File: config.mk
export PLATFORM = sky130hd
export DESIGN_NAME = iter_muldiv
export DESIGN_NICKNAME = d
export VERILOG_FILES = /design/src/rtl/iter_muldiv.sv
export SDC_FILE = /design/constraint.sdc
export NUM_CORES = 1
export LEC_CHECK = 0
export BUFFER_PORTS_ARGS = -buffer_cell sky130_fd_sc_hd__buf_2
export CORE_MARGIN = 1
export CORE_UTILIZATION = 25
export CTS_CLUSTER_SIZE = 24
export DETAILED_ROUTE_END_ITERATION = 8
export SLEW_MARGIN = 5
export SYNTH_ARGS = -nofsm -noshare
export SYNTH_HDL_FRONTEND = slang
export SYNTH_SLANG_ARGS = --single-unit
File: constraint.sdc
create_clock -name clk -period 5.8 [get_ports clk]
set_clock_uncertainty 0.2 [all_clocks]
set_input_delay 0.87 -clock clk [delete_from_list [all_inputs] [get_ports clk]]
set_output_delay 0.87 -clock clk [all_outputs]
set_load 0.1 [all_outputs]
File: src/rtl/iter_muldiv.sv
// iter_muldiv: radix-2 sequential signed/unsigned multiply/divide returning {hi, lo}.
module iter_muldiv #(
    parameter int WIDTH = 32,
    parameter int CNT_W = 6
) (
    input  logic             clk,
    input  logic             rst_n,
    input  logic             start,
    input  logic [1:0]       op,
    input  logic [WIDTH-1:0] a,
    input  logic [WIDTH-1:0] b,
    output logic             busy,
    output logic             done,
    output logic [WIDTH-1:0] hi,
    output logic [WIDTH-1:0] lo
);
    typedef enum logic [2:0] {IDLE, CALC, FIX, DONE, HOLD} state_t;
    state_t state, state_nx;
    logic [1:0] op_r;
    logic dz, neg_lo, neg_hi;
    logic [CNT_W-1:0] cnt;
    logic [WIDTH-1:0] mb;
    logic [2*WIDTH-1:0] acc;
    logic sa, sb, dz_in, ge;
    logic [WIDTH-1:0] abs_a, abs_b, dif, q, r, hi_fix, lo_fix;
    logic [WIDTH:0] msum, shl;
    logic [2*WIDTH-1:0] acc_step, prod_fix;
    always_comb begin
        sa = op[0] & a[WIDTH-1];
        sb = op[0] & b[WIDTH-1];
        abs_a = sa ? -a : a;
        abs_b = sb ? -b : b;
        dz_in = op[1] && b == '0;
        // mul adds into the upper half then shifts right; div shifts left into a WIDTH+1 bit partial remainder
        msum = {1'b0, acc[2*WIDTH-1:WIDTH]} + {1'b0, acc[0] ? mb : {WIDTH{1'b0}}};
        shl = {acc[2*WIDTH-1:WIDTH], acc[WIDTH-1]};
        ge = shl >= {1'b0, mb};
        dif = shl[WIDTH-1:0] - mb;
        acc_step = op_r[1] ? {ge ? dif : shl[WIDTH-1:0], acc[WIDTH-2:0], ge}
                           : {msum, acc[WIDTH-1:1]};
        prod_fix = neg_lo ? -acc : acc;
        q = acc[WIDTH-1:0];
        r = acc[2*WIDTH-1:WIDTH];
        hi_fix = dz ? acc[WIDTH-1:0] : op_r[1] ? (neg_hi ? -r : r) : prod_fix[2*WIDTH-1:WIDTH];
        lo_fix = dz ? {WIDTH{1'b1}} : op_r[1] ? (neg_lo ? -q : q) : prod_fix[WIDTH-1:0];
        busy = state == CALC || state == FIX || state == DONE;
    end
    always_comb begin
        state_nx = state;
        case (state)
            IDLE: if (start) state_nx = dz_in ? FIX : CALC;
            CALC: if (cnt == CNT_W'(WIDTH - 1)) state_nx = FIX;
            FIX: state_nx = DONE;
            DONE: state_nx = start ? HOLD : IDLE;
            HOLD: if (!start) state_nx = IDLE;
            default: state_nx = IDLE;
        endcase
    end
    always_ff @(posedge clk or negedge rst_n) begin
        if (!rst_n) state <= IDLE;
        else state <= state_nx;
    end
    always_ff @(posedge clk or negedge rst_n) begin
        if (!rst_n) begin
            op_r <= '0;
            dz <= 1'b0;
            neg_lo <= 1'b0;
            neg_hi <= 1'b0;
            cnt <= '0;
            mb <= '0;
            acc <= '0;
            done <= 1'b0;
            hi <= '0;
            lo <= '0;
        end else begin
            done <= state == FIX;
            if (state == IDLE && start) begin
                op_r <= op;
                mb <= abs_b;
                acc <= {{WIDTH{1'b0}}, dz_in ? a : abs_a};
                dz <= dz_in;
                neg_lo <= sa ^ sb;
                neg_hi <= op[1] & sa;
                cnt <= '0;
            end
            if (state == CALC) begin
                acc <= acc_step;
                cnt <= cnt + CNT_W'(1);
            end
            if (state == FIX) begin
                hi <= hi_fix;
                lo <= lo_fix;
            end
        end
    end
endmodule

==> results of run 1 <==
critical path: cells and delay by family, from the launching register on:
family | cells | cell delay, ns
compound gates | 7 | 2.12
xor+xnor | 1 | 0.09
fa+ha+maj | 1 | 0.35
buf+inv | 2 | 0.46
flops | 1 | 0.47
simple gates | 2 | 0.29
cell type report:
type	instances	area, um^2	share of cell area
diodes	2	5.00	0.000307
clock buffers	22	474	0.0291
clock inverters	10	116	0.00714
inverters	64	240	0.0147
multi-input cells	1436	9380	0.576
flip-flops and latches	174	4360	0.267
well taps	756	946	0.0581
repair buffers	147	774	0.0475
stage by stage:
step	worst slack [ns]	utilization
3_5_place_dp	1.54	0.276
5_1_grt	1.39	0.287
3_3_place_gp	1.61	0.276
4_1_cts	1.71	0.287
6_report	1.69	0.287
2_1_floorplan	2.45	-
layer usage:
metal	part of all wire	wire length, um
met1	0.46	23200
met5	0	0
met2	0.44	22600
met3	0.068	3470
met4	0.033	1670
logic make-up after synthesis:
| logic type | after synthesis | synth area share |
|---|---|---|
| compound gates | 582 | 0.247 |
| simple gates | 535 | 0.180 |
| buf+inv | 195 | 0.0534 |
| xor+xnor | 178 | 0.108 |
| flops | 174 | 0.301 |
| fa+ha+maj | 71 | 0.0624 |
| mux | 70 | 0.0485 |
layout by cell type, fill, tap and decap left out, types with 5 or more instances in the layout:
cell / instances
a211oi_1: 11
a21o_1: 33
a21oi_1: 148
a22oi_1: 15
a31o_2: 5
a31oi_1: 23
and2_1: 11
and3_1: 25
buf_2: 133
buf_4: 13
clkbuf_16: 17
dfrtp_1: 173
ha_1: 69
inv_1: 63
mux2i_1: 69
nand2_1: 159
nand2b_1: 12
nand3_1: 41
nand4_1: 19
nor2_1: 158
nor2b_1: 10
nor3_1: 34
nor4_1: 10
o211ai_1: 14
o21a_1: 7
o21ai_0: 194
o21ai_1: 10
o21bai_1: 8
o221ai_1: 5
o22a_1: 31
o22ai_1: 9
o31ai_1: 24
o41ai_1: 15
or2_2: 6
or3_1: 8
or4_1: 8
xnor2_1: 103
xor2_1: 75
state kept, by name, indices dropped and copies added (netlist names), 3 cells and up:
name   count
lo        32
hi        32
acc       64
state      3
mb        32
cnt        6
worst max-delay path by stage:
stage / to / from
floorplan: acc[62] / acc[0]
global placement: acc[29] / b[6]
detailed placement: acc[21] / b[6]
CTS: acc[62] / acc[0]
global route: acc[62] / acc[0]
finish: acc[61] / acc[0]
==> metrics.md, run 1 <==
| Metric | Value |
|---|---|
| Start of the worst register-to-register path | `acc[0]` |
| Vert. Die Dim | `243 um` |
| Non-filler cells, final | `2611` |
| Skew-Pair Late Insertion Delay | `0.47 ns` |
| Clk root buf | `clkbuf_16` |
| Hold Slack | `0.192 ns` |
| Status | `finished clean` |
| Via density | `5.27` |
| Fin crit share | `0.709` |
| #FFs+latches synth | `174` |
| Initial antenna violation count | `2` |
| Top-count cell post-synth | `o21ai_0` |
| Met2 global-route usage | `0.269` |
| Global-route usage over all layers | `0.171` |
| Routed vias | `13.8k` |
| Max-Cap Viols | `0` |
| Syn Nets | `1945` |
| Yosys top cell by area | `dfrtp_1` |
| DR iter-0 viols | `1292` |
| Starting density of the core | `0.255` |
| DRT Wirelength | `51.0 mm` |
| CTS Sinks | `174` |
| Worst r2r path cells | `13` |
| PortBufs | `134` |
| Reg2reg end | `acc[61]` |
| Seq/Total Area, Yosys | `0.301` |
| Largest net degree at the start of global routing | `99` |
| Critical Path Slowest Stage Cell | `o311ai_0` |
| FP Rows | `87` |
| Hold violation total from the final report | `0` |
| Clk pin slew, worst setup/hold paths | `0.07 ns` |
| Placed insts | `2577` |
| Post-Route Setup TNS | `0 ns` |
| Global route overflow | `0` |
| Largest stage delay on the critical path | `0.63 ns` |
| Hold Path Class | `in2async` |
| Top cell type's share of synthesized area | `0.301` |
| Gate Count Post-Synth | `1805` |
| RSZ-0062 raised after global routing | `no` |
| Setup violations, final | `0` |
| Hpwl dp | `39.5 mm` |
| Fillers | `6109` |
| Post-DR wirelength/cell | `19.5 um` |
| FMAX | `0.243 GHz` |
| Critical path's most frequent cell | `a31oi_1` |
| Synth area leaders | `dfrtp_1 30%, o21ai_0 6.7%, xnor2_1 6.2%` |
| Met3 Use GR | `0.0306` |
| Quantity of hold-fixing buffers added after cts | `0` |
| Core area | `56800 um^2` |
| CTS tree | `built` |
| Gates resized, CTS repair | `0` |
| TritonCTS Buffers | `17` |
| Placed inst area | `15700 um^2` |
| Syn Area/Cell | `8.02 um^2` |
| CP Cell Sequence | `inv_1 -> buf_4 -> nor2_1 -> ha_1 -> nor2b_1 -> o31ai_1 -> a31oi_1 -> o2111ai_1 -> o311ai_0 -> a31oi_1 -> o22ai_1 -> xor2_1 -> a221o_1` |
| Met1 usage | `0.233` |
| Vias in the first global route | `13.5k` |
| Worst-margin pin slew | `1.05 ns` |
| Routability cong. | `0.942` |
| Post-CTS Setup Bufs | `0` |
| Most Crowded Layer GR | `met2` |
| Required time worst endpoint | `5.94 ns` |
| CP Class | `reg2reg` |
| Crit path launch type | `flop` |
| Nets | `1980` |
| Top_reg_cell synth | `dfrtp_1` |
| Asr flop ratio synth | `1.00` |
| Minimum clock period | `4.11 ns` |
| Fin area | `16300 um^2` |
| Critical Path End Type | `flop` |
| Io pins | `135` |
| Flop-to-flop setup slack | `1.69 ns` |
| CTS Buffer Depth | `2` |
| Slew Viols, Final | `0` |
| Critical Path AT | `4.26 ns` |
| Crit path max fanout | `31` |
| YS warnings | `0` |
| Synthesized area | `14500 um^2` |
| Die area | `58900 um^2` |
| Syn-to-layout area delta | `12.5%` |
| Residual DRC | `0` |
| Yosys cell types | `78` |
| Post-synth top cells | `194 x o21ai_0, 174 x dfrtp_1, 160 x nand2_1, 159 x nor2_1, 148 x a21oi_1` |
| Share of layout cells above drive strength 1 | `0.118` |
| H-tree levels | `4` |
| First-pass GRT wire length | `79.3 mm` |
| Slew margin rel. | `0.299` |
| Post-DRT Antenna Nets | `0` |
| Number of synthesized flops with an enable pin | `0` |
| First-pass DRT Iterations | `8` |
| Die Wd | `243 um` |
Power of run 1 is left out: the tool's default activity adds up to more than one toggle a clock period on the data nets, which glitch-free logic cannot reach.
==> inputs of run 2 (changes only) <==
Clock period 5.8 ns to 3.7 ns, I/O delays scaled along.
==> metrics.md, run 2 (synthesis gave the netlist of run 1 again) <==
| Metric | Value |
|---|---|
| Worst r2r path cells | `11 (-2)` |
| Max-Cap Viols | `0 (unchanged)` |
| Syn-to-layout area delta | `19.7%` |
| Flop-to-flop setup slack | `0.16 ns (-1.53 ns)` |
| Status | `finished clean` |
| Reg2reg end | `acc[60]` |
| PortBufs | `134 (unchanged)` |
| Largest net degree at the start of global routing | `78 (-21%)` |
| First-pass GRT wire length | `79.9 mm (+0.67%)` |
| Global-route usage over all layers | `0.173 (+0.00127)` |
| Crit path launch type | `flop` |
| Critical Path Slowest Stage Cell | `a21boi_0` |
| CP Cell Sequence | `ha_1 -> and3_1 -> nand3_1 -> a21o_1 -> a31oi_1 -> a31oi_1 -> o21ai_4 -> buf_4 -> a21boi_0 -> o21bai_1 -> o211ai_1` |
| H-tree levels | `4 (unchanged)` |
| Critical Path AT | `3.73 ns (-0.53 ns)` |
| Start of the worst register-to-register path | `acc[37]` |
| Clk root buf | `clkbuf_16` |
| FP Rows | `87 (unchanged)` |
| Critical path's most frequent cell | `a31oi_1` |
| Commonest non-fill, non-tap cell in the layout | `o21ai_0` |
| Hpwl dp | `41.0 mm (+3.7%)` |
| Post-CTS Setup Bufs | `0 (unchanged)` |
| Skew-Pair Late Insertion Delay | `0.47 ns (about the same)` |
| Storage cell area | `4360 um^2 (unchanged)` |
| Share of layout cells above drive strength 1 | `0.176 (+0.0585)` |
| Slew Viols, Final | `0 (unchanged)` |
| Commonest cells after routing, fill and taps aside | `194 x o21ai_0, 173 x dfrtp_1, 159 x nand2_1` |
| Worst hold start | `b[1]` |
| Fin crit share | `0.958 (+0.249)` |
| FMAX | `0.282 GHz (+16%)` |
| Hold path endpoint | `mb[1]` |
| Fin area | `17300 um^2 (+6.4%)` |
| CTS tree | `built` |
| Kind of cell adding the most delay to the critical path | `compound AO/OA/AOI/OAI gates` |
| Post-DR wirelength/cell | `18.6 um (-4.5%)` |
| DR iter-0 viols | `1163 (-10%)` |
| Hold violation total from the final report | `0 (unchanged)` |
| Io pins | `135 (unchanged)` |
| TritonCTS Buffers | `17 (unchanged)` |
| Vias in the first global route | `13.7k (+1.4%)` |
| Crit path max fanout | `9 (-71%)` |
| Die Wd | `243 um (unchanged)` |
| WP depth | `11 (-2)` |
| CP Class | `reg2reg` |
| Via density | `5.16 (-2.2%)` |
| Starting density of the core | `0.255 (unchanged)` |
| Non-filler cells, final | `2745 (+5.1%)` |
| Global route overflow | `0 (unchanged)` |
| Routability cong. | `0.961 (+2.1%)` |
| DRT Wirelength | `51.2 mm (+0.38%)` |
| Routed vias | `14.2k (+2.9%)` |
| Slew margin rel. | `0.299 (about the same)` |
| Post-DRT Antenna Nets | `0 (unchanged)` |
| Footprint of the multi-input gates | `9390 um^2 (about the same)` |
| Register bank with the most flops | `acc` |
| Die area | `58900 um^2 (unchanged)` |
| Buffers and inverters on the worst path | `1 (-1)` |
| Core area | `56800 um^2 (unchanged)` |
| Residual DRC | `0 (unchanged)` |
| Required time worst endpoint | `3.89 ns (-2.05 ns)` |
| Placed inst area | `16700 um^2 (+6.7%)` |
| Hold Path Class | `in2reg` |
| Minimum clock period | `3.55 ns (-0.569 ns)` |
| Fillers | `6083 (-0.43%)` |
| Placed insts | `2710 (+5.2%)` |
| Nets | `2114 (+6.8%)` |
| Worst-margin pin slew | `1.04 ns (-0.0111 ns)` |
| CTS Buffer Depth | `2 (unchanged)` |
| Hold depth | `3` |
| Critical Path End Type | `flop` |
| Initial antenna violation count | `4 (+2)` |
| Largest stage delay on the critical path | `0.46 ns (-0.17 ns)` |
| First-pass DRT Iterations | `5 (-3)` |
| Clk pin slew, worst setup/hold paths | `0.07 ns (about the same)` |
| Number of flip-flops in the largest register | `64 (unchanged)` |
| Setup violations, final | `0 (unchanged)` |
| Vert. Die Dim | `243 um (unchanged)` |
| CTS Sinks | `174 (unchanged)` |
==> run 2: routing by layer <==
layer | vias to the layer above | track usage | part of all wire
met5 | - | 0 | 0.00043
met4 | 4 | 0.0623 | 0.029
met3 | 70 | 0.0279 | 0.064
met2 | 493 | 0.264 | 0.44
met1 | 6776 | 0.244 | 0.47
li1 | 6817 | - | -
==> run 2: metrics by stage <==
step	setup WS, ns	setup TNS (ns)	hold WS [ns]	utilization
after detailed placement	0.0616	0	0.269	0.295
final	0.155	0	0.162	0.305
after global routing	-0.000155	-0.000155	0.157	0.305
after global placement	0.0564	0	0.265	0.295
after CTS	0.0350	0	0.137	0.305
after floorplan	0.351	0	0.0594	-
==> run 2: area by class of cell <==
type / instances / area share
Sequential cell: 174 / 0.251
Inverter: 64 / 0.0139
Multi-Input combinational cell: 1436 / 0.542
Antenna cell: 2 / 0.000289
Clock inverter: 10 / 0.00607
Tap cell: 756 / 0.0546
Timing Repair Buffer: 281 / 0.106
Clock buffer: 22 / 0.0262
==> run 2: worst max-delay path by stage <==
stage	from	endpoint	slack, ns
final	acc[37]	acc[60]	0.16
after global routing	acc[0]	acc[56]	-0.0002
after CTS	acc[0]	acc[63]	0.04
after detailed placement	acc[0]	acc[63]	0.06
after global placement	acc[0]	acc[57]	0.06
after floorplan	acc[0]	acc[62]	0.35
==> run 2: what timing repair did <==
item,in CTS,in global routing
gates resized for setup,0,3
hold buffers,1,0
endpoints found under the hold margin,73,0
endpoints found under the setup margin,0,6
==> run 2: worst reg2reg max path, stage by stage, from the launching register on <==
cell      delay (ns)
dfrtp_1         0.45
ha_1            0.45
and3_1          0.27
nand3_1         0.15
a21o_1          0.24
a31oi_1         0.33
a31oi_1         0.23
o21ai_4         0.21
buf_4           0.25
a21boi_0        0.46
o21bai_1        0.14
o211ai_1        0.09
Power of run 2 is left out for the same reason.
==> inputs of run 3 (changes only) <==
Settings changed: ABC_AREA set to 1.
==> metrics.md, run 3 <==
| Metric | Value |
|---|---|
| Number of synthesized flops with an enable pin | `0 (unchanged)` |
| DR iter-0 viols | `2091 (+80%)` |
| Post-DRT Antenna Nets | `0 (unchanged)` |
| Flop-to-flop setup slack | `0.53 ns (+0.38 ns)` |
| Worst hold start | `start` |
| Post-CTS Setup Bufs | `0 (unchanged)` |
| Setup violations, final | `0 (unchanged)` |
| CP Class | `reg2reg` |
| FP Rows | `96 (+10%)` |
| #FFs+latches synth | `174 (unchanged)` |
| Die Wd | `266 um (+9.7%)` |
| YS warnings | `0 (unchanged)` |
| FMAX | `0.315 GHz (+12%)` |
| Starting density of the core | `0.253 (-0.00151)` |
| Vias in the first global route | `18.2k (+33%)` |
| Core area | `68800 um^2 (+21%)` |
| Io pins | `135 (unchanged)` |
| Start of the worst register-to-register path | `acc[0]` |
| CTS tree | `built` |
| Synthesized area | `17400 um^2 (+20%)` |
| Minimum clock period | `3.17 ns (-0.375 ns)` |
| RSZ-0062 raised after global routing | `no` |
| DRT Wirelength | `73.8 mm (+44%)` |
| Synth area leaders | `dfrtp_1 25%, nand2_1 20%, nand3_1 9.1%` |
| Slew margin rel. | `0.444 (+0.145)` |
| Fillers | `7840 (+29%)` |
| Register bank with the most flops | `acc` |
| H-tree levels | `4 (unchanged)` |
| Nets | `3156 (+49%)` |
| Skew-Pair Late Insertion Delay | `0.49 ns (+0.02 ns)` |
| TritonCTS Buffers | `17 (unchanged)` |
| Critical Path AT | `3.33 ns (-0.40 ns)` |
| Top_reg_cell synth | `dfrtp_1` |
| PortBufs | `134 (unchanged)` |
| Hold depth | `3 (unchanged)` |
| Clk root buf | `clkbuf_16` |
| Vert. Die Dim | `266 um (+9.7%)` |
| Die area | `70800 um^2 (+20%)` |
| Worst-margin pin slew | `0.835 ns (-0.206 ns)` |
| Syn Nets | `3051 (+57%)` |
| Yosys cell types | `58 (-26%)` |
| Seq/Total Area, Yosys | `0.250 (-0.0510)` |
| Hold violation total from the final report | `0 (unchanged)` |
| Top cell type's share of synthesized area | `0.250 (-0.0510)` |
| Post-synth top cells | `927 x nand2_1, 415 x inv_1, 316 x nand3_1, 259 x nor2_1, 174 x dfrtp_1` |
| CTS Sinks | `174 (unchanged)` |
| Number of flip-flops in the largest register | `64 (unchanged)` |
| Yosys top cell by area | `dfrtp_1` |
| Routed vias | `19.7k (+39%)` |
| Hold Path Class | `in2reg` |
| First-pass DRT Iterations | `7 (+2)` |
| Worst r2r path cells | `13 (+2)` |
| Share of layout cells above drive strength 1 | `0.0928 (-0.0834)` |
| Reg2reg end | `acc[56]` |
| Global-route usage over all layers | `0.206 (+0.0336)` |
| Post-Route Setup TNS | `0 ns (unchanged)` |
| Post-DR wirelength/cell | `18.6 um (about the same)` |
| Largest net degree at the start of global routing | `72 (-7.7%)` |
| Top-count cell post-synth | `nand2_1` |
| Storage cell area | `4360 um^2 (unchanged)` |
| Hold path endpoint | `state[2]` |
| CTS Buffer Depth | `2 (unchanged)` |
| Footprint of the multi-input gates | `11000 um^2 (+17%)` |
| Asr flop ratio synth | `1.00 (unchanged)` |
| Slew Viols, Final | `0 (unchanged)` |
| Syn Area/Cell | `5.99 um^2 (-25%)` |
| Required time worst endpoint | `3.86 ns (-0.03 ns)` |
| Critical Path End Type | `flop` |
| Fin crit share | `0.857 (-0.101)` |
| Max-Cap Viols | `0 (unchanged)` |
| Gate Count Post-Synth | `2911 (+61%)` |
| Global route overflow | `0 (unchanged)` |
| Syn-to-layout area delta | `13.9%` |
| First-pass GRT wire length | `111 mm (+39%)` |
| Hpwl dp | `59.3 mm (+45%)` |
| Crit path launch type | `flop` |
| Via density | `4.97 (-3.6%)` |
| Commonest cells after routing, fill and taps aside | `926 x nand2_1, 413 x inv_1, 316 x nand3_1` |
| Routability cong. | `1.01 (+5.1%)` |
| Crit path max fanout | `31 (+22)` |
| Initial antenna violation count | `2 (-2)` |
| Diode count | `0 (-2)` |
| Commonest non-fill, non-tap cell in the layout | `nand2_1` |
| Clk pin slew, worst setup/hold paths | `0.08 ns (about the same)` |
| Status | `finished clean` |
| Residual DRC | `0 (unchanged)` |
run 3: changes by cell type after synthesis, moves of 23 or more:
| cell | delta |
|---|---|
| inv_1 | +352 |
| a21o_1 | -29 |
| nand2_1 | +767 |
| mux2i_1 | -69 |
| nor2_1 | +100 |
| clkbuf_1 | -48 |
| nand4_1 | +24 |
| xnor2_1 | -84 |
| nand3_1 | +274 |
| and3_1 | -23 |
| o21ai_0 | -65 |
| xor2_1 | -25 |
run 3: logic make-up after synthesis:
kind of cell | share of synthesized area
xor+xnor | 0.0347
simple gates | 0.404
flops | 0.250
fa+ha+maj | 0.0518
compound gates | 0.141
buf+inv | 0.118
run 3: cell type report:
class	instances	share of cell area
multi-input cells	2211	0.555
inverters	429	0.0811
flip-flops and latches	174	0.219
well taps	931	0.0587
clock buffers	17	0.0214
clock inverters	15	0.00958
repair buffers	183	0.0542
run 3: critical path, cell delays in order, from the launching register on:
cell	delay, ns
dfrtp_1	0.40
buf_4	0.25
nand2_1	0.10
inv_1	0.04
ha_1	0.43
nand2_1	0.13
inv_1	0.09
nand3_1	0.13
nor3_1	0.53
nand3_1	0.28
nand3_1	0.15
nand3_1	0.10
nand4_1	0.14
nand2_1	0.06
run 3: worst max path at each step:
stage                start       to  slack (ns)  cells past startpoint
floorplan           acc[0]  acc[53]        1.16                     16
global placement      b[0]  acc[17]        0.45                     13
detailed placement    b[0]  acc[30]        0.46                     13
CTS                 acc[0]  acc[42]        0.65                     17
global route        acc[0]  acc[53]        0.40                     13
finish              acc[0]  acc[56]        0.53                     13
run 3: what timing repair did:
| item | in CTS | in global routing |
|---|---|---|
| hold buffers | 1 | 0 |
| gates resized for setup | 0 | 0 |
| hold endpoints to repair | 69 | 0 |
run 3: metal layers:
layer  GRT usage  up-vias  routed length [um]
li1            -     9617                   -
met3      0.0340      106                6080
met1       0.291     9188               33400
met5           0        -                   0
met4      0.0668        0                2020
met2       0.317      789               32200
run 3: through the flow:
step	worst slack (ns)	utilization	area (um^2)	hold slack (ns)	cells
global route	0.396	0.288	19800	0.153	3960
finish	0.530	0.288	19800	0.145	3960
detailed placement	0.457	0.279	19200	0.263	3927
global placement	0.453	0.279	19200	0.261	3927
floorplan	1.16	-	17400	0.0594	2911
CTS	0.648	0.288	19800	0.124	3960
Power of run 3 is left out for the same reason.
